[config.mk]
export PLATFORM = sky130hd
export DESIGN_NAME = ibis_video_timing
export DESIGN_NICKNAME = d
export VERILOG_FILES = /design/src/rtl/ibis_video_timing.sv
export SDC_FILE = /design/constraint.sdc
export NUM_CORES = 1
export LEC_CHECK = 0
export CAP_MARGIN = 20
export CORE_UTILIZATION = 51
export DETAILED_ROUTE_END_ITERATION = 16
export PLACE_DENSITY = 0.81
export SETUP_SLACK_MARGIN = 0.2
export SLEW_MARGIN = 20
export SYNTH_ARGS = -nofsm -noshare
export SYNTH_HDL_FRONTEND = slang
export SYNTH_SLANG_ARGS = --single-unit
[constraint.sdc]
create_clock -name clock -period 2.9 [get_ports clock]
set_input_delay 0.29 -clock clock [delete_from_list [all_inputs] [get_ports clock]]
set_output_delay 0.29 -clock clock [all_outputs]
set_load 0.01 [all_outputs]
[src/rtl/ibis_video_timing.sv]
`default_nettype none
// ============================================================================
// Module   : ibis_video_timing
// Purpose  : Raster timing controller for the three TMDS encoder channels.
//            Two small state machines walk the horizontal and vertical
//            timing (active / front porch / sync / back porch). During active
//            video, pixels are pulled from an upstream ready/valid source.
//            Each enable cycle produces registered pixel data, data-enable
//            and sync control symbols for the encoders.
// Ports    : clock, reset (async, active-low), enable (pixel-clock enable)
//            pixel_valid/pixel_data/pixel_ready  upstream pixel handshake
//            clear_underflow                     clears sticky underflow
//            out_data0/1/2                       blue/green/red to encoders
//            out_data_enable                     active-video flag
//            out_control0/1/2                    {vsync,hsync} / 0 / 0
//            position_x/position_y               live raster counters
//            frame_start                         registered (0,0) pulse
//            underflow                           sticky starved-pixel flag
// Revision : 1.0  initial release
// ============================================================================
module ibis_video_timing #(
  parameter int H_ACTIVE      = 640,
  parameter int H_FRONT       = 16,
  parameter int H_SYNC        = 96,
  parameter int H_BACK        = 48,
  parameter int V_ACTIVE      = 480,
  parameter int V_FRONT       = 10,
  parameter int V_SYNC        = 2,
  parameter int V_BACK        = 33,
  parameter int SYNC_POLARITY = 0
) (
  input  logic        clock,
  input  logic        reset,
  input  logic        enable,
  input  logic        pixel_valid,
  input  logic [23:0] pixel_data,
  output logic        pixel_ready,
  input  logic        clear_underflow,
  output logic [7:0]  out_data0,
  output logic [7:0]  out_data1,
  output logic [7:0]  out_data2,
  output logic        out_data_enable,
  output logic [1:0]  out_control0,
  output logic [1:0]  out_control1,
  output logic [1:0]  out_control2,
  output logic [11:0] position_x,
  output logic [11:0] position_y,
  output logic        frame_start,
  output logic        underflow
);

  localparam int c_H_TOTAL = H_ACTIVE + H_FRONT + H_SYNC + H_BACK;
  localparam int c_V_TOTAL = V_ACTIVE + V_FRONT + V_SYNC + V_BACK;

  // Positions and counters are 12 bits wide, so totals beyond 4096 cannot
  // be represented; zero-length phases would break the state sequencing.
  if (c_H_TOTAL > 4096 || c_V_TOTAL > 4096) begin : g_bad_total
    $error("ibis_video_timing: horizontal or vertical total exceeds 4096");
  end
  if (H_ACTIVE < 1 || H_FRONT < 1 || H_SYNC < 1 || H_BACK < 1 ||
      V_ACTIVE < 1 || V_FRONT < 1 || V_SYNC < 1 || V_BACK < 1) begin : g_bad_param
    $error("ibis_video_timing: every timing parameter must be at least 1");
  end

  // Final in-state count for each phase.
  localparam logic [11:0] c_H_ACTIVE_LAST = 12'(H_ACTIVE - 1);
  localparam logic [11:0] c_H_FRONT_LAST  = 12'(H_FRONT - 1);
  localparam logic [11:0] c_H_SYNC_LAST   = 12'(H_SYNC - 1);
  localparam logic [11:0] c_H_BACK_LAST   = 12'(H_BACK - 1);
  localparam logic [11:0] c_V_ACTIVE_LAST = 12'(V_ACTIVE - 1);
  localparam logic [11:0] c_V_FRONT_LAST  = 12'(V_FRONT - 1);
  localparam logic [11:0] c_V_SYNC_LAST   = 12'(V_SYNC - 1);
  localparam logic [11:0] c_V_BACK_LAST   = 12'(V_BACK - 1);

  localparam logic c_POL = (SYNC_POLARITY != 0);
  // Deasserted sync level on both sync bits.
  localparam logic [1:0] c_CTRL_IDLE = {~c_POL, ~c_POL};

  typedef enum logic [1:0] {
    ST_ACTIVE = 2'd0,
    ST_FRONT  = 2'd1,
    ST_SYNC   = 2'd2,
    ST_BACK   = 2'd3
  } state_t;

  function automatic state_t next_state(input state_t s);
    case (s)
      ST_ACTIVE: next_state = ST_FRONT;
      ST_FRONT:  next_state = ST_SYNC;
      ST_SYNC:   next_state = ST_BACK;
      default:   next_state = ST_ACTIVE;
    endcase
  endfunction

  function automatic logic [11:0] h_last(input state_t s);
    case (s)
      ST_ACTIVE: h_last = c_H_ACTIVE_LAST;
      ST_FRONT:  h_last = c_H_FRONT_LAST;
      ST_SYNC:   h_last = c_H_SYNC_LAST;
      default:   h_last = c_H_BACK_LAST;
    endcase
  endfunction

  function automatic logic [11:0] v_last(input state_t s);
    case (s)
      ST_ACTIVE: v_last = c_V_ACTIVE_LAST;
      ST_FRONT:  v_last = c_V_FRONT_LAST;
      ST_SYNC:   v_last = c_V_SYNC_LAST;
      default:   v_last = c_V_BACK_LAST;
    endcase
  endfunction

  state_t      h_state_q, h_state_d;
  state_t      v_state_q, v_state_d;
  logic [11:0] h_cnt_q, h_cnt_d;
  logic [11:0] v_cnt_q, v_cnt_d;
  logic [11:0] pos_x_q, pos_x_d;
  logic [11:0] pos_y_q, pos_y_d;
  logic [7:0]  data0_q, data0_d;
  logic [7:0]  data1_q, data1_d;
  logic [7:0]  data2_q, data2_d;
  logic        de_q, de_d;
  logic [1:0]  ctrl0_q, ctrl0_d;
  logic        fs_q, fs_d;
  logic        uf_q, uf_d;

  logic w_active;
  logic w_h_last;
  logic w_v_last;
  logic w_line_end;

  assign w_active   = (h_state_q == ST_ACTIVE) && (v_state_q == ST_ACTIVE);
  assign w_h_last   = (h_cnt_q == h_last(h_state_q));
  assign w_v_last   = (v_cnt_q == v_last(v_state_q));
  assign w_line_end = (h_state_q == ST_BACK) && w_h_last;

  assign pixel_ready = enable && w_active;

  always_comb begin
    h_state_d = h_state_q;
    v_state_d = v_state_q;
    h_cnt_d   = h_cnt_q;
    v_cnt_d   = v_cnt_q;
    pos_x_d   = pos_x_q;
    pos_y_d   = pos_y_q;
    data0_d   = data0_q;
    data1_d   = data1_q;
    data2_d   = data2_q;
    de_d      = de_q;
    ctrl0_d   = ctrl0_q;
    fs_d      = fs_q;
    uf_d      = uf_q;

    if (enable) begin
      // Horizontal sequencing
      if (w_h_last) begin
        h_state_d = next_state(h_state_q);
        h_cnt_d   = '0;
      end else begin
        h_cnt_d   = h_cnt_q + 12'd1;
      end

      // Vertical sequencing steps once per line, on the last back-porch pixel
      if (w_line_end) begin
        pos_x_d = '0;
        if (w_v_last) begin
          v_state_d = next_state(v_state_q);
          v_cnt_d   = '0;
        end else begin
          v_cnt_d   = v_cnt_q + 12'd1;
        end
        // Frame ends on the final line of vertical back porch
        if ((v_state_q == ST_BACK) && w_v_last) begin
          pos_y_d = '0;
        end else begin
          pos_y_d = pos_y_q + 12'd1;
        end
      end else begin
        pos_x_d = pos_x_q + 12'd1;
      end

      // Registered encoder-facing outputs for the current position
      if (w_active && pixel_valid) begin
        data0_d = pixel_data[7:0];
        data1_d = pixel_data[15:8];
        data2_d = pixel_data[23:16];
      end else begin
        // Blanking, or a starved active pixel, shows black
        data0_d = '0;
        data1_d = '0;
        data2_d = '0;
      end
      de_d    = w_active;
      ctrl0_d = {~((v_state_q == ST_SYNC) ^ c_POL),
                 ~((h_state_q == ST_SYNC) ^ c_POL)};
      fs_d    = (pos_x_q == 12'd0) && (pos_y_q == 12'd0);

      // A new underflow takes priority over a simultaneous clear
      if (w_active && !pixel_valid) begin
        uf_d = 1'b1;
      end else if (clear_underflow) begin
        uf_d = 1'b0;
      end
    end
  end

  always_ff @(posedge clock or negedge reset) begin
    if (!reset) begin
      h_state_q <= ST_ACTIVE;
      v_state_q <= ST_ACTIVE;
      h_cnt_q   <= '0;
      v_cnt_q   <= '0;
      pos_x_q   <= '0;
      pos_y_q   <= '0;
      data0_q   <= '0;
      data1_q   <= '0;
      data2_q   <= '0;
      de_q      <= 1'b0;
      ctrl0_q   <= c_CTRL_IDLE;
      fs_q      <= 1'b0;
      uf_q      <= 1'b0;
    end else begin
      h_state_q <= h_state_d;
      v_state_q <= v_state_d;
      h_cnt_q   <= h_cnt_d;
      v_cnt_q   <= v_cnt_d;
      pos_x_q   <= pos_x_d;
      pos_y_q   <= pos_y_d;
      data0_q   <= data0_d;
      data1_q   <= data1_d;
      data2_q   <= data2_d;
      de_q      <= de_d;
      ctrl0_q   <= ctrl0_d;
      fs_q      <= fs_d;
      uf_q      <= uf_d;
    end
  end

  assign out_data0       = data0_q;
  assign out_data1       = data1_q;
  assign out_data2       = data2_q;
  assign out_data_enable = de_q;
  assign out_control0    = ctrl0_q;
  assign out_control1    = 2'b00;
  assign out_control2    = 2'b00;
  assign position_x      = pos_x_q;
  assign position_y      = pos_y_q;
  assign frame_start     = fs_q;
  assign underflow       = uf_q;

endmodule
`default_nettype wire

# After elaboration in Yosys (flattened, before gate mapping)
# Cells that the tools add are included.
# word_totals
regBits	81
latchBits	0
ramBits	0
rom_bits	0
wordCells	57
mem_count	0
# op_classes
n_addsub	4
n_mul	0
div	0
order_cmp	0
n_eq_ne	8
shift	0
n_mux	13
bitwise	2
n_reduce_logical	17
# ops
operator	count
12-bit by 1-bit adder with 12-bit output (second input constant)	4
12-bit 2-to-1 mux	4
10-bit case mux with 3 select lines	1
9-bit case mux with 3 select lines	1
12-bit == test	2
12-bit logical NOT	2
8-bit 2-to-1 mux	3
2-bit case mux with 3 select lines	2
2-bit == test (second input constant)	4
1-bit logical AND	7
2-bit AND reduction	3
2-bit by 1-bit == test with 1-bit output (second input constant)	2
2-bit logical NOT	2
3-bit AND reduction	1
1-bit 2-to-1 mux	2
1-bit NOT	2
2-bit nonzero test	1
1-bit logical NOT	1

# Longest topological paths before layout
# Gate-level depths: netlist of run 1.
# logic_depth
depth_word	5
depth_mapped	9
ltp_nobuf	7

# Worst setup path before layout of run 1
# Ideal clock, no wire load.
# synth_path
path_kind	reg-to-reg
start	register h_cnt_q[7]
end	register v_cnt_q[10]
arrival_time_ns	2.133
required_ns	2.775
path_slack_ns	0.642
stages_incl_launch_ff	8
n_path_buf	2
synth_period_minus_slack_ns	2.258
path_cell_list	dfrtp_1 -> or3_1 -> or3_1 -> buf_2 -> or2_1 -> buf_4 -> nor3_1 -> mux2_2
# synth_via
elab_chain_cells	3
# synth_rtl
element	line_no	source
from (decl)	115	logic [11:0] h_cnt_q, h_cnt_d;
from (signal assigned)	225	h_cnt_q <= h_cnt_d;
12-bit == test	133	assign w_h_last = (h_cnt_q == h_last(h_state_q));
1-bit logical AND	135	assign w_line_end = (h_state_q == ST_BACK) && w_h_last;
2-bit AND reduction (no line)	--	
to (signal assigned)	226	v_cnt_q <= v_cnt_d;
to (decl)	116	logic [11:0] v_cnt_q, v_cnt_d;
# No other way between the ends.
# A chain may end at the register's enable or synchronous reset.

# Worst setup path in the final report of run 1
# layout_path
start	register h_cnt_q[7]
end	register pos_y_q[6] (netlist: position_y[6])
# layout_via
elab_chain_cells	3
# layout_rtl
element	line_no	source
12-bit == test	133	
1-bit logical AND	135	
2-bit AND reduction (no line)	--	
to (signal assigned)	228	pos_y_q <= pos_y_d;
to (decl)	118	logic [11:0] pos_y_q, pos_y_d;
# No other way between the ends.

==> results of run 1 <==
==> routing by layer <==
layer / global-route usage / vias up / part of all wire
li1: - / 1506 / -
met4: 0.07215 / 0 / 0.012
met2: 0.3678 / 91 / 0.48
met1: 0.3183 / 1545 / 0.46
met3: 0.04753 / 12 / 0.048
met5: 0 / - / 0
==> cell usage after synthesis, types with 2 or more instances <==
master / instances
nand4_1: 12
and4_1: 4
or4_1: 3
xnor2_1: 13
xor2_1: 18
and3_1: 10
a21oi_1: 8
nor2_1: 31
nor3_1: 8
a22o_1: 26
ha_1: 13
nor4_1: 7
o21bai_1: 2
nor4b_1: 2
buf_4: 5
clkbuf_1: 11
nand2_1: 31
inv_1: 10
dfstp_2: 2
or3_1: 8
or2_2: 3
nor2b_1: 2
nor3_2: 2
o21ai_0: 16
a211o_1: 2
a21o_1: 3
a31oi_1: 2
o2bb2ai_1: 4
mux2i_1: 3
nand2b_1: 2
buf_2: 2
and2_1: 2
dfrtp_1: 79
nand3_1: 15
==> cell type report <==
cell class / instances / area (um2) / share of cell area
timing repair buffer: 92 / 915.9 / 0.1797
multi-input combinational: 267 / 1752 / 0.3436
sequential: 81 / 2029 / 0.3981
clock inverter: 6 / 97.59 / 0.01915
tap: 99 / 123.9 / 0.02430
clock buffer: 10 / 137.6 / 0.02700
inverter: 11 / 41.29 / 0.008100
==> where the power goes <==
group,internal (mW),switching (mW),total [mW],leakage (nW)
Sequential,1.23,0.143,1.37,1.08
Combinational,0.295,0.322,0.616,1.11
Clock,0.522,0.444,0.967,0.119
==> state kept, by name, indices dropped and copies added (netlist names) <==
register         cells
h_state_q            2
h_cnt_q             12
out_data1            8
out_data0            8
frame_start          1
out_data2            8
position_x          12
out_data_enable      1
position_y          12
out_control0         2
underflow            1
v_state_q            2
v_cnt_q             12
==> stage by stage <==
step | hold slack, ns | std cells
after floorplan | -0.005591 | 379
after global placement | 0.4591 | 548
after detailed placement | 0.4655 | 548
after CTS | 0.1275 | 564
after global routing | 0.4059 | 566
final | 0.3821 | 566
==> path summary, 6_finish.rpt <==
path	depth (start not counted)	endpoint	slack [ns]	start
worst max register to register	6	position_y[6]	0.36	h_cnt_q[7]
worst min register to register	1	v_cnt_q[11]	0.47	v_cnt_q[11]
min in group clock	1	v_cnt_q[11]	0.47	v_cnt_q[11]
max in group asynchronous	3	out_control0[1]	1.89	reset
worst max-delay path	6	position_y[6]	0.36	h_cnt_q[7]
worst min-delay path	2	underflow	0.38	reset
==> worst max-delay path, cell delays in order (launching register included) <==
cell and delay, ns:
dfrtp_1 0.42, or3_1 0.39, or3_1 0.49, or2_1 0.43
buf_4 0.24, or3_1 0.35, a21oi_1 0.14
==> kinds of logic (layout without fill, tap and decap cells) <==
logic type | Yosys count | count (layout) | share of synthesized area
AOI/OAI and AO/OA | 67 | 67 | 0.1224
xor gates and xnor gates | 31 | 31 | 0.06935
adders and majority gates | 13 | 13 | 0.04155
buffers and inverters | 31 | 119 | 0.03707
DFF | 81 | 81 | 0.5184
muxes | 4 | 4 | 0.01055
other | 1 | 4 | 0.0009579
and+or+nand+nor | 148 | 148 | 0.1997
==> timing repair <==
item / CTS / global route
hold buffers: 0 / 1
buffers inserted: 0 / 0
hold endpoints to repair: 0 / 25
==> impl_metrics.json, run 1 <==
{
  "ctsHtreeMaxLevel": 3,
  "syn_inst": 376,
  "grt_use_total": 0.2306,
  "setup-violations-final": 0,
  "rsz0062_at_grt": "no",
  "place_ws_ns": 0.2727,
  "final_cell_mix": "81 x clkdlybuf4s50_1, 79 x dfrtp_1, 31 x nand2_1, 31 x nor2_1, 26 x a22o_1",
  "layout_commonest_cell": "clkdlybuf4s50_1",
  "power_density_nw_per_um2": 580.0,
  "ir_worst_vdd_v": 0.0003357,
  "cp_data_required_time_ns": 3.18,
  "synth_edf_count": 0,
  "clock_latency_ns": 0.36,
  "core_um2": 7331,
  "async_reset_ff_frac": 1.000,
  "start_kind": "flip-flop",
  "cp_max_fo": 14,
  "fill_cells": 542,
  "status": "finished clean",
  "antenna_left": 0,
  "place.port_buffers": 82,
  "placed_area_um2": 4825,
  "root_buffer": "clkbuf_8",
  "route.detailed.drc": 0,
  "final_core_util": 0.6953,
  "cts_tree": "built",
  "die_h_um": 89.62,
  "p_leak_nw": 2.311,
  "fin_skew_ns": 0.01144,
  "crit_type": "flip-flop to flip-flop",
  "fin_area_um2": 5097,
  "min_period_ns": 2.544,
  "min_path_type": "input port to asynchronous set/reset pin",
  "cts_buffers": 9,
  "synth_top_area_frac": 0.5050,
  "grt_max_degree": 82,
  "nets": 504,
  "cts.clk_slew.worst_paths_ns": 0.09,
  "wl_per_cell_um": 15.42,
  "drt_iter0_markers": 114,
  "antenna_found_initial": 0,
  "vias": 3154,
  "timing.final.crit_share": 0.8771,
  "synth_warnings": 0,
  "drive_gt1_frac": 0.07923,
  "critPathCaptureType": "flip-flop",
  "worst_slew_pin_slew_ns": 0.6367,
  "first_global_vias": 2990,
  "vias_per_cell": 5.572,
  "ys_ff_latch": 81,
  "drt_first_pass_iters": 4,
  "postSynthAreaPerCell_um2": 10.41,
  "start_util": 0.5341,
  "finalHoldViolCount": 0,
  "synth_area_um2": 3915,
  "synth.distinct_cells": 49,
  "hpwl_um": 6136,
  "cts_sinks": 81,
  "fmax_ghz": 0.3931,
  "max_cap_violations": 0,
  "cts_buffer_depth": 2,
  "grt_pass1_wl_um": 14080,
  "total_power_mw": 2.957,
  "overflow": 0,
  "synth.yosys.seq_area_share": 0.5184,
  "synth_ff_type": "dfrtp_1",
  "die_w_um": 89.62,
  "area_delta_synth_final_pct": 30.20,
  "timing.final.ws_setup_ns": 0.3564,
  "place_congestion": 0.8236,
  "rows": 31,
  "die_area_um2": 8031,
  "worstPathArrival_ns": 2.83,
  "wl_um": 8726,
  "drv_slew": 0,
  "synth_area_leaders": "dfrtp_1 50%, a22o_1 5.8%, ha_1 4.2%",
  "synth_top_area_cell": "dfrtp_1",
  "num_io_pins": 87,
  "diodes": 0,
  "max_slew_margin": 0.5716,
  "setup_tns_ns": 0,
  "cts_repair_resize_count": 0
}
Power figures use the tool's default switching activity.
==> run 2, diff against run 1 <==
==> constraint.sdc (replaced) <==
create_clock -name clock -period 2.9 [get_ports clock]
set_input_delay 0.29 -clock clock [delete_from_list [all_inputs] [get_ports clock]]
set_output_delay 0.29 -clock clock [all_outputs]
set_load 0.1 [all_outputs]
==> run 2 against run 1 <==
Net effect:
- wire length down 2.4%
- combinational power is 53% higher
- clock-buffer cell count decreased by 1
- critical path depth is 1 higher
==> impl_metrics.json, run 2 (synthesis results as in run 1) <==
{
  "status": "finished clean",
  "combPwrFrac": 0.291,
  "hold_slack_ns": 0.4233,
  "place_ws_ns": 0.4577,
  "die_h_um": 89.62,
  "worstPathArrival_ns": 2.65,
  "cts_sinks": 81,
  "min_path_type": "input port to asynchronous set/reset pin",
  "switching_share": 0.3848,
  "timing.final.ws_setup_ns": 0.5146,
  "fin_skew_ns": 0.004692,
  "clock_latency_ns": 0.35,
  "cp_max_fo": 7,
  "min_period_ns": 2.385,
  "route.detailed.drc": 0,
  "core_um2": 7331,
  "grt_pass1_wl_um": 13650,
  "max_cap_violations": 0,
  "antenna_left": 0,
  "drt_iter0_markers": 133,
  "grt_max_degree": 82,
  "place_congestion": 0.8067,
  "drt_first_pass_iters": 4,
  "nets": 505,
  "num_io_pins": 87,
  "die_w_um": 89.62,
  "rows": 31,
  "first_global_vias": 2906,
  "ir_worst_vdd_v": 0.0005374,
  "wl_um": 8516,
  "cts_tree": "built",
  "start_kind": "flip-flop",
  "switchingPower_mw": 1.250,
  "finalHoldViolCount": 0,
  "overflow": 0,
  "max_slew_margin": 0.5946,
  "power_density_nw_per_um2": 654.8,
  "hpwl_um": 5904,
  "p_int_mw": 1.999,
  "rsz0062_at_grt": "no",
  "drv_slew": 0,
  "root_buffer": "clkbuf_8",
  "fin_area_um2": 4961,
  "place.port_buffers": 82,
  "wl_per_cell_um": 15.02,
  "critPathCaptureType": "flip-flop",
  "grt_use_total": 0.2237,
  "start_util": 0.5341,
  "fill_cells": 564,
  "crit_type": "flip-flop to flip-flop",
  "ctsHtreeMaxLevel": 3,
  "worst_slew_pin_slew_ns": 0.6026,
  "layout_commonest_cell": "dfrtp_1",
  "setup-violations-final": 0,
  "die_area_um2": 8031,
  "cp_data_required_time_ns": 3.17,
  "cts_buffers": 9,
  "cts.clk_slew.worst_paths_ns": 0.08,
  "diodes": 0,
  "final_cell_mix": "79 x dfrtp_1, 64 x buf_4, 31 x nand2_1, 31 x nor2_1, 27 x clkdlybuf4s50_1",
  "drive_gt1_frac": 0.1966,
  "ff2ff_path_depth": 7,
  "fmax_ghz": 0.4192,
  "vias": 3153,
  "antenna_found_initial": 0,
  "placed_area_um2": 4697,
  "seqPwrFrac": 0.424,
  "cts_setup_buffers": 0,
  "timing.final.crit_share": 0.8225,
  "cts_buffer_depth": 2,
  "setup_tns_ns": 0,
  "clockPowerShare": 0.286,
  "vias_per_cell": 5.561,
  "area_delta_synth_final_pct": 26.72,
  "p_leak_nw": 2.407
}
run 2: routing by layer:
layer | track usage | part of all wire | vias to the layer above
met1 | 0.3065 | 0.46 | 1542
li1 | - | - | 1505
met5 | 0 | 0 | -
met3 | 0.05759 | 0.047 | 12
met4 | 0.05628 | 0.011 | 0
met2 | 0.3567 | 0.48 | 94
run 2: metrics by stage:
stage               instances    util  power (mW)
global route              567  0.6767       3.394
floorplan                 379       -       2.067
detailed placement        549  0.6407       2.331
global placement          549  0.6407       2.308
finish                    567  0.6767       3.248
CTS                       565  0.6716       3.260
run 2: worst paths after layout:
path,startpoint,slack [ns],endpoint
max in group asynchronous,reset,1.84,out_control0[1]
max,v_state_q[0],0.51,v_state_q[0]
min,reset,0.42,out_data_enable
min in group clock,out_data_enable,0.49,out_data_enable
min reg2reg,out_data_enable,0.49,out_data_enable
max reg2reg,v_state_q[0],0.51,v_state_q[0]
run 2: worst max-delay path: stages (launching register included):
cell and delay (ns):
dfrtp_1 0.38, inv_1 0.09, ha_1 0.31, or3_1 0.37, a22oi_1 0.20, nand4_1 0.29, or4_1 0.57, o21ai_0 0.09
run 2: area by class of cell:
cell class                 instances  area, um2  share of cell area
clock buffer                       9      123.9             0.02497
clock inverter                     7      102.6             0.02068
inverter                          11      41.29            0.008323
multi-input combinational        267       1752              0.3531
sequential                        81       2029              0.4091
tap                               99      123.9             0.02497
timing repair buffer              93      788.3              0.1589
run 2: timing repair:
action                                 CTS  global route
hold buffers                             0             1
setup endpoints to repair                0             0
endpoints found under the hold margin    0            32
resized for setup                        0             0
run 2: power by group through the flow:
stage          logic (mW)  registers (mW)  clock network, mW
2_1_floorplan       0.348            1.72                  0
3_3_place_gp        0.921            1.39                  0
3_5_place_dp        0.936            1.40                  0
4_1_cts             0.939            1.37              0.947
5_1_grt              1.01            1.39              0.997
6_report            0.944            1.38              0.928
==> RTL change 1 (settings of run 2) <==
Change the parameter `SYNC_POLARITY` from 0 to 1.
--- a/src/rtl/ibis_video_timing.sv
+++ b/src/rtl/ibis_video_timing.sv
@@ -27,7 +27,7 @@
   parameter int V_FRONT       = 10,
   parameter int V_SYNC        = 2,
   parameter int V_BACK        = 33,
-  parameter int SYNC_POLARITY = 0
+  parameter int SYNC_POLARITY = 1
 ) (
   input  logic        clock,
   input  logic        reset,
Check against the original RTL: not equivalent (a bounded check fails within 4 cycles, from zero or initial values and one cycle with reset low).
==> RTL change 1 against run 2 <==
- the flow now finishes with violations (hold timing)
- routed wire length rose by 2.9%
- worst setup slack got worse by 0.17 ns
- non-clock buffer count fell by 3
- clock skew rose by 0.0065 ns
- cell area rose by 1.3%
- sequential cell count did not move
- final cell count rose by 2.3%
- total power fell by 2.2%
- via count rose by 2.1%
- area after synthesis rose by 2.1%
- largest power group unchanged
==> RTL change 1: results (changes against run 2) <==
Run status
  – Status: finished with violations (was finished, final reports clean)
  – Failing checks: hold timing

Yosys
  – Complex-gate fraction of the synthesized area: 12.55% (was 12.24%)
  – Mapped Cells: 393 (was 376)
  – Synth top area cells: dfrtp_1, a22o_1, ha_1, nand3_1, xor2_1 (was dfrtp_1, a22o_1, ha_1, xor2_1, nand2_1)
  – Post-synth cell types: 47 (was 49)

Global routing
  – First-pass GRT wire length: 15,320 microns (was 13,650 microns)
  – GRT Resource Usage Total: 23.42% (was 22.37%)
  – Vias in the first global route: 3,234 (was 2,906)

Final layout
  – Fillcell total: 582 (was 564)
  – Final nets: 518 (was 505)
  – Final Non-Filler Cells: 580 (was 567)

Placement
  – Placed cell count: 564 (was 549)
  – Gpl congestion: 0.7931 (was 0.8067)

Timing
  – Final hold slack: -0.06755 ns (was 0.4233 ns)
  – Final Skew: 0.01123 ns (was 0.004692 ns)
  – Final hold vios: 46 (was 0)
  – Worst-Margin Slew: 0.7226 ns (was 0.6026 ns)

Power and ir drop
  – P_leak: 2.463 nW (was 2.407 nW)
  – Peak VDD IR: 0.3541 mV (was 0.5374 mV)

Detailed routing
  – Number of DRC markers in iteration 0: 116 (was 133)
  – Routed vias/inst: 5.548 (was 5.561)
  – WL final: 8762 microns (was 8516 microns)

Setup path
  – Crit path DAT: 2.80 ns (was 2.65 ns)
  – FF-to-FF setup slack: 0.35 ns (was 0.51 ns)
  – Critical R2R Launch: h_state_q[0]$_DFFE_PN0P_ (was v_state_q[0]$_DFFE_PN0P_)
  – Worst-path fanout max: 5 (was 7)
  – Slowest CP cell: or4_4 (was or4_1)
RTL change 1: cell count changes after synthesis, sizes merged, moves of 4 or more:
cell,change
a21oi,-5
clkbuf,+4
inv,+4
nand2,+8
nand3,+16
o211ai,+4
o21ai,-7
or3,-4
xnor2,-4
RTL change 1: worst min path at each step:
stage	from	endpoint	slack (ns)
6_report	reset	out_control0[1]$_DFFE_PN0P_	-0.07
5_1_grt	reset	v_cnt_q[4]$_DFFE_PN0P_	0.02
4_1_cts	reset	out_control0[1]$_DFFE_PN0P_	0.13
3_5_place_dp	v_cnt_q[11]$_DFFE_PN0P_	v_cnt_q[11]$_DFFE_PN0P_	0.47
3_3_place_gp	v_cnt_q[11]$_DFFE_PN0P_	v_cnt_q[11]$_DFFE_PN0P_	0.46
2_1_floorplan	reset	frame_start$_DFFE_PN0P_	-0.006
RTL change 1: routing by layer:
layer / vias up / wire length (microns) / GRT usage (%)
met5: - / 0 / 0
met4: 0 / 128 / 9.005
met3: 10 / 625 / 6.397
met2: 105 / 4250 / 38.26
met1: 1538 / 3757 / 29.61
li1: 1565 / - / -
RTL change 1: layout make-up:
cell class                      instances  area [sq um]  area share [%]
Clock buffer                            9         123.9           2.465
Clock inverter                          7         100.1           1.992
Inverter                               15         56.30           1.120
Multi-Input combinational cell        279          1836           36.52
Sequential cell                        81          2027           40.33
Tap cell                               99         123.9           2.465
Timing Repair Buffer                   90         759.5           15.11
RTL change 1: logic make-up after synthesis:
family | after synthesis
AOI/OAI and AO/OA | 66
xor gates and xnor gates | 26
DFF | 81
muxes | 6
other | 1
adders and majority gates | 13
buffers and inverters | 36
and+or+nand+nor | 164
RTL change 1: where the power goes:
group          switching [mW]  total (mW)  internal (mW)
combinational           0.650       0.897          0.248
clock                   0.434       0.928          0.494
sequential              0.130        1.35           1.22
total                    1.21        3.18           1.96
RTL change 1: what timing repair did:
item,CTS,global route
resized for setup,0,1
setup buffers,0,0
setup endpoints to repair,0,1
RTL change 1: through the flow:
stage                     power (mW)  util, %  hold WS (ns)  setup WS, ns  area (sq um)
after global routing           3.325    67.84       0.01753        0.2067          5026
after detailed placement       2.260    64.70        0.4653        0.3687          4793
after floorplan                2.016        -     -0.005591        0.4485          4010
final                          3.177    67.84      -0.06755        0.3457          5026
after CTS                      3.199    67.73        0.1254        0.3543          5017
after global placement         2.232    64.70        0.4608        0.4438          4793
RTL change 1: critical path: cells and delay by family (launching register included):
kind	cells	cell delay (ns)
DFF	1	0.43
adders and majority gates	1	0.24
and+or+nand+nor	3	1.14
muxes	1	0.35
buffers and inverters	1	0.10
xor gates and xnor gates	1	0.18
==> RTL change 2 (config.mk and constraints of run 2) <==
Without the edit above. Make the reset (`reset`) synchronous in one clocked block. Comments in the files are not updated.
--- a/src/rtl/ibis_video_timing.sv
+++ b/src/rtl/ibis_video_timing.sv
@@ -204,7 +204,7 @@
     end
   end
 
-  always_ff @(posedge clock or negedge reset) begin
+  always_ff @(posedge clock) begin
     if (!reset) begin
       h_state_q <= ST_ACTIVE;
       v_state_q <= ST_ACTIVE;
Function: differs if reset is asserted again (counterexample within 4 cycles, from zero or initial values and one cycle with reset low); with reset held inactive, the same outputs for 10 cycles.
==> RTL change 2 against run 2 <==
- sequential cell count stayed put
- area after synthesis is 3.5% lower
- sequential share of layout area is 7.0 points lower
- clock skew is 0.0082 ns higher
- cell area is 3.7% lower
- worst setup slack worse by 0.16 ns
- critical path depth is 1 lower
- routed wire length is 2.9% higher
- fmax is 6.4% lower
- largest cell class is now multi-input gates
- core utilization is 1.5 points lower
- non-clock buffer count is 3 lower
Power is not compared: it rests on default switching activity, and its combinational part moved more than twofold at a synthesized area within 25%.
==> RTL change 2: results (changes against run 2) <==
Yosys
  – Synth top area cells: dfxtp_1, nor2_1, a22oi_1, ha_1, nand2_1 (was dfrtp_1, a22o_1, ha_1, xor2_1, nand2_1)
  – Sequential area share after synthesis: 42.93% (was 51.84%)
  – Mapped Cells: 443 (was 376)
  – Post-synth cell types: 49 (unchanged)
  – Asr flop ratio synth: 0% (was 100.0%)
  – Most frequent cells after synthesis: dfxtp_1, nor2_1, nand2_1 (was dfrtp_1, nand2_1, nor2_1)

CTS
  – Root buf cell: clkbuf_8 (unchanged)
  – Clock transition at the registers of the reported paths: 0.09 ns
  – Clock buffer depth: 2 (unchanged)
  – Num CTS Buffers: 9 (unchanged)

Placement
  – Place WS: 0.2706 ns (was 0.4577 ns)
  – Placed cell count: 610 (was 549)
  – Final HPWL DP: 6175 microns (was 5904 microns)
  – Gpl congestion: 0.8369 (was 0.8067)
  – DP Area: 4561 sq um (was 4697 sq um)

Detailed routing
  – Drt first pass iters: 4 (unchanged)
  – Routed vias/inst: 5.550 (was 5.561)
  – WL/cell: 13.97 microns (was 15.02 microns)
  – DR vias: 3,480 (was 3,153)
  – Number of DRC markers in iteration 0: 249 (was 133)

Global routing
  – GRT Resource Usage Total: 22.75% (was 22.37%)
  – Initial antenna violation count: 0 (unchanged)
  – Vias in the first global route: 3,160 (was 2,906)
  – Met2 Use GR: 40.17% (was 35.67%)
  – Grt met1 use: 27.59% (was 30.65%)
  – First-pass GRT wire length: 14,070 microns (was 13,650 microns)
  – Largest net degree at the start of global routing: 32 (was 82)
  – Met3 Resource Use GR: 5.938% (was 5.759%)

Timing
  – Final hold vios: 0 (unchanged)
  – Final Skew: 0.01294 ns (was 0.004692 ns)
  – Tmin final: 2.549 ns (was 2.385 ns)
  – Rel. slew slack: 59.49% (was 59.46%)

Power and ir drop
  – Cell internal pwr: about 1.6 mW
  – Peak VDD IR: 0.3344 mV
  – P_leak: 1.871 nW

Final layout
  – Final nets: 565 (was 505)
  – Layout cell share with drive strength beyond 1: 16.86% (was 19.66%)
  – ANT cells: 0 (unchanged)
  – Fillcell total: 619 (was 564)

Setup path
  – Crit path DAT: 2.85 ns (was 2.65 ns)
  – Worst-path fanout max: 15 (was 7)
  – FF-to-FF setup slack: 0.35 ns (was 0.51 ns)
  – Slowest CP cell: or4_1 (unchanged)

Run status
  – Status: finished, final reports clean (unchanged)

Hold path
  – Hold Path Class: reg2reg (was in2async)
==> RTL change 2: changes by cell type in the layout (fill, tap and decap cells not counted), moves of 5 or more <==
cell	delta
nand3b_1	+5
nor2_1	+29
inv_1	+9
a31oi_1	+6
nand2_1	+8
a22o_1	-26
nor3_1	-6
a22oi_1	+28
dfxtp_1	+81
dfrtp_1	-79
a21oi_1	+8
nand3_1	+13
==> RTL change 2: path summary, 6_finish.rpt <==
kind,startpoint,to,cells past startpoint
worst max-delay path,h_cnt_q[0]$_SDFFE_PN0P_,v_cnt_q[11]$_SDFFE_PN0P_,6
worst min-delay path,out_data_enable$_SDFFE_PN0P_,out_data_enable$_SDFFE_PN0P_,2
worst max register to register,h_cnt_q[0]$_SDFFE_PN0P_,v_cnt_q[11]$_SDFFE_PN0P_,6
worst min register to register,out_data_enable$_SDFFE_PN0P_,out_data_enable$_SDFFE_PN0P_,2
==> RTL change 2: worst reg2reg max path, stage by stage (launching register included) <==
cell	delay [ns]
dfxtp_1	0.41
ha_1	0.25
or4b_1	0.51
nor3_4	0.33
nand4_4	0.26
or4_1	0.57
a21oi_1	0.15
==> RTL change 2: kinds of logic after synthesis <==
family / Yosys count / synth area share, %
multiplexers: 3 / 0.7950
other: 1 / 0.09928
flip-flops: 81 / 42.93
XOR/XNOR: 24 / 5.565
adder cells (fa/ha/maj): 13 / 4.306
AND/OR/NAND/NOR: 195 / 26.40
AO/OA/AOI/OAI: 82 / 14.87
buffers and inverters: 44 / 5.035
==> RTL change 2: power groups by stage <==
stage / clock, mW / combinational, mW / sequential (mW)
4_1_cts: 0.806 / 0.333 / 1.17
2_1_floorplan: 0 / 0.117 / 1.32
6_report: 0.791 / 0.333 / 1.17
3_5_place_dp: 0 / 0.332 / 1.19
3_3_place_gp: 0 / 0.327 / 1.19
5_1_grt: 0.849 / 0.351 / 1.17
==> RTL change 2: cell type report <==
class	count	area, sq um	share of cell area [%]
Clock buffer	10	137.6	2.882
Timing Repair Buffer	90	770.7	16.14
Sequential cell	81	1622	33.95
Multi-Input combinational cell	321	1996	41.79
Inverter	20	75.07	1.572
Clock inverter	6	51.30	1.074
Tap cell	99	123.9	2.594
==> RTL change 2: timing repair <==
item                       4_1_cts  5_1_grt
setup endpoints to repair        0        8
gates resized for setup          0        3
buffers inserted                 0        1
==> RTL change 2: per-stage QoR <==
stage	hold slack, ns	util [%]	total power [mW]
floorplan	0.4341	-	1.433
global placement	0.4546	63.22	1.521
detailed placement	0.4586	63.22	1.527
CTS	0.4717	65.83	2.308
global route	0.5011	66.20	2.375
finish	0.4720	66.20	2.293
==> RTL change 2: layer usage <==
metal  wire [microns]  share of wire [%]
met1             3799                 43
met4               74               0.84
met5                0                  0
met2             4472                 51
met3              416                4.7
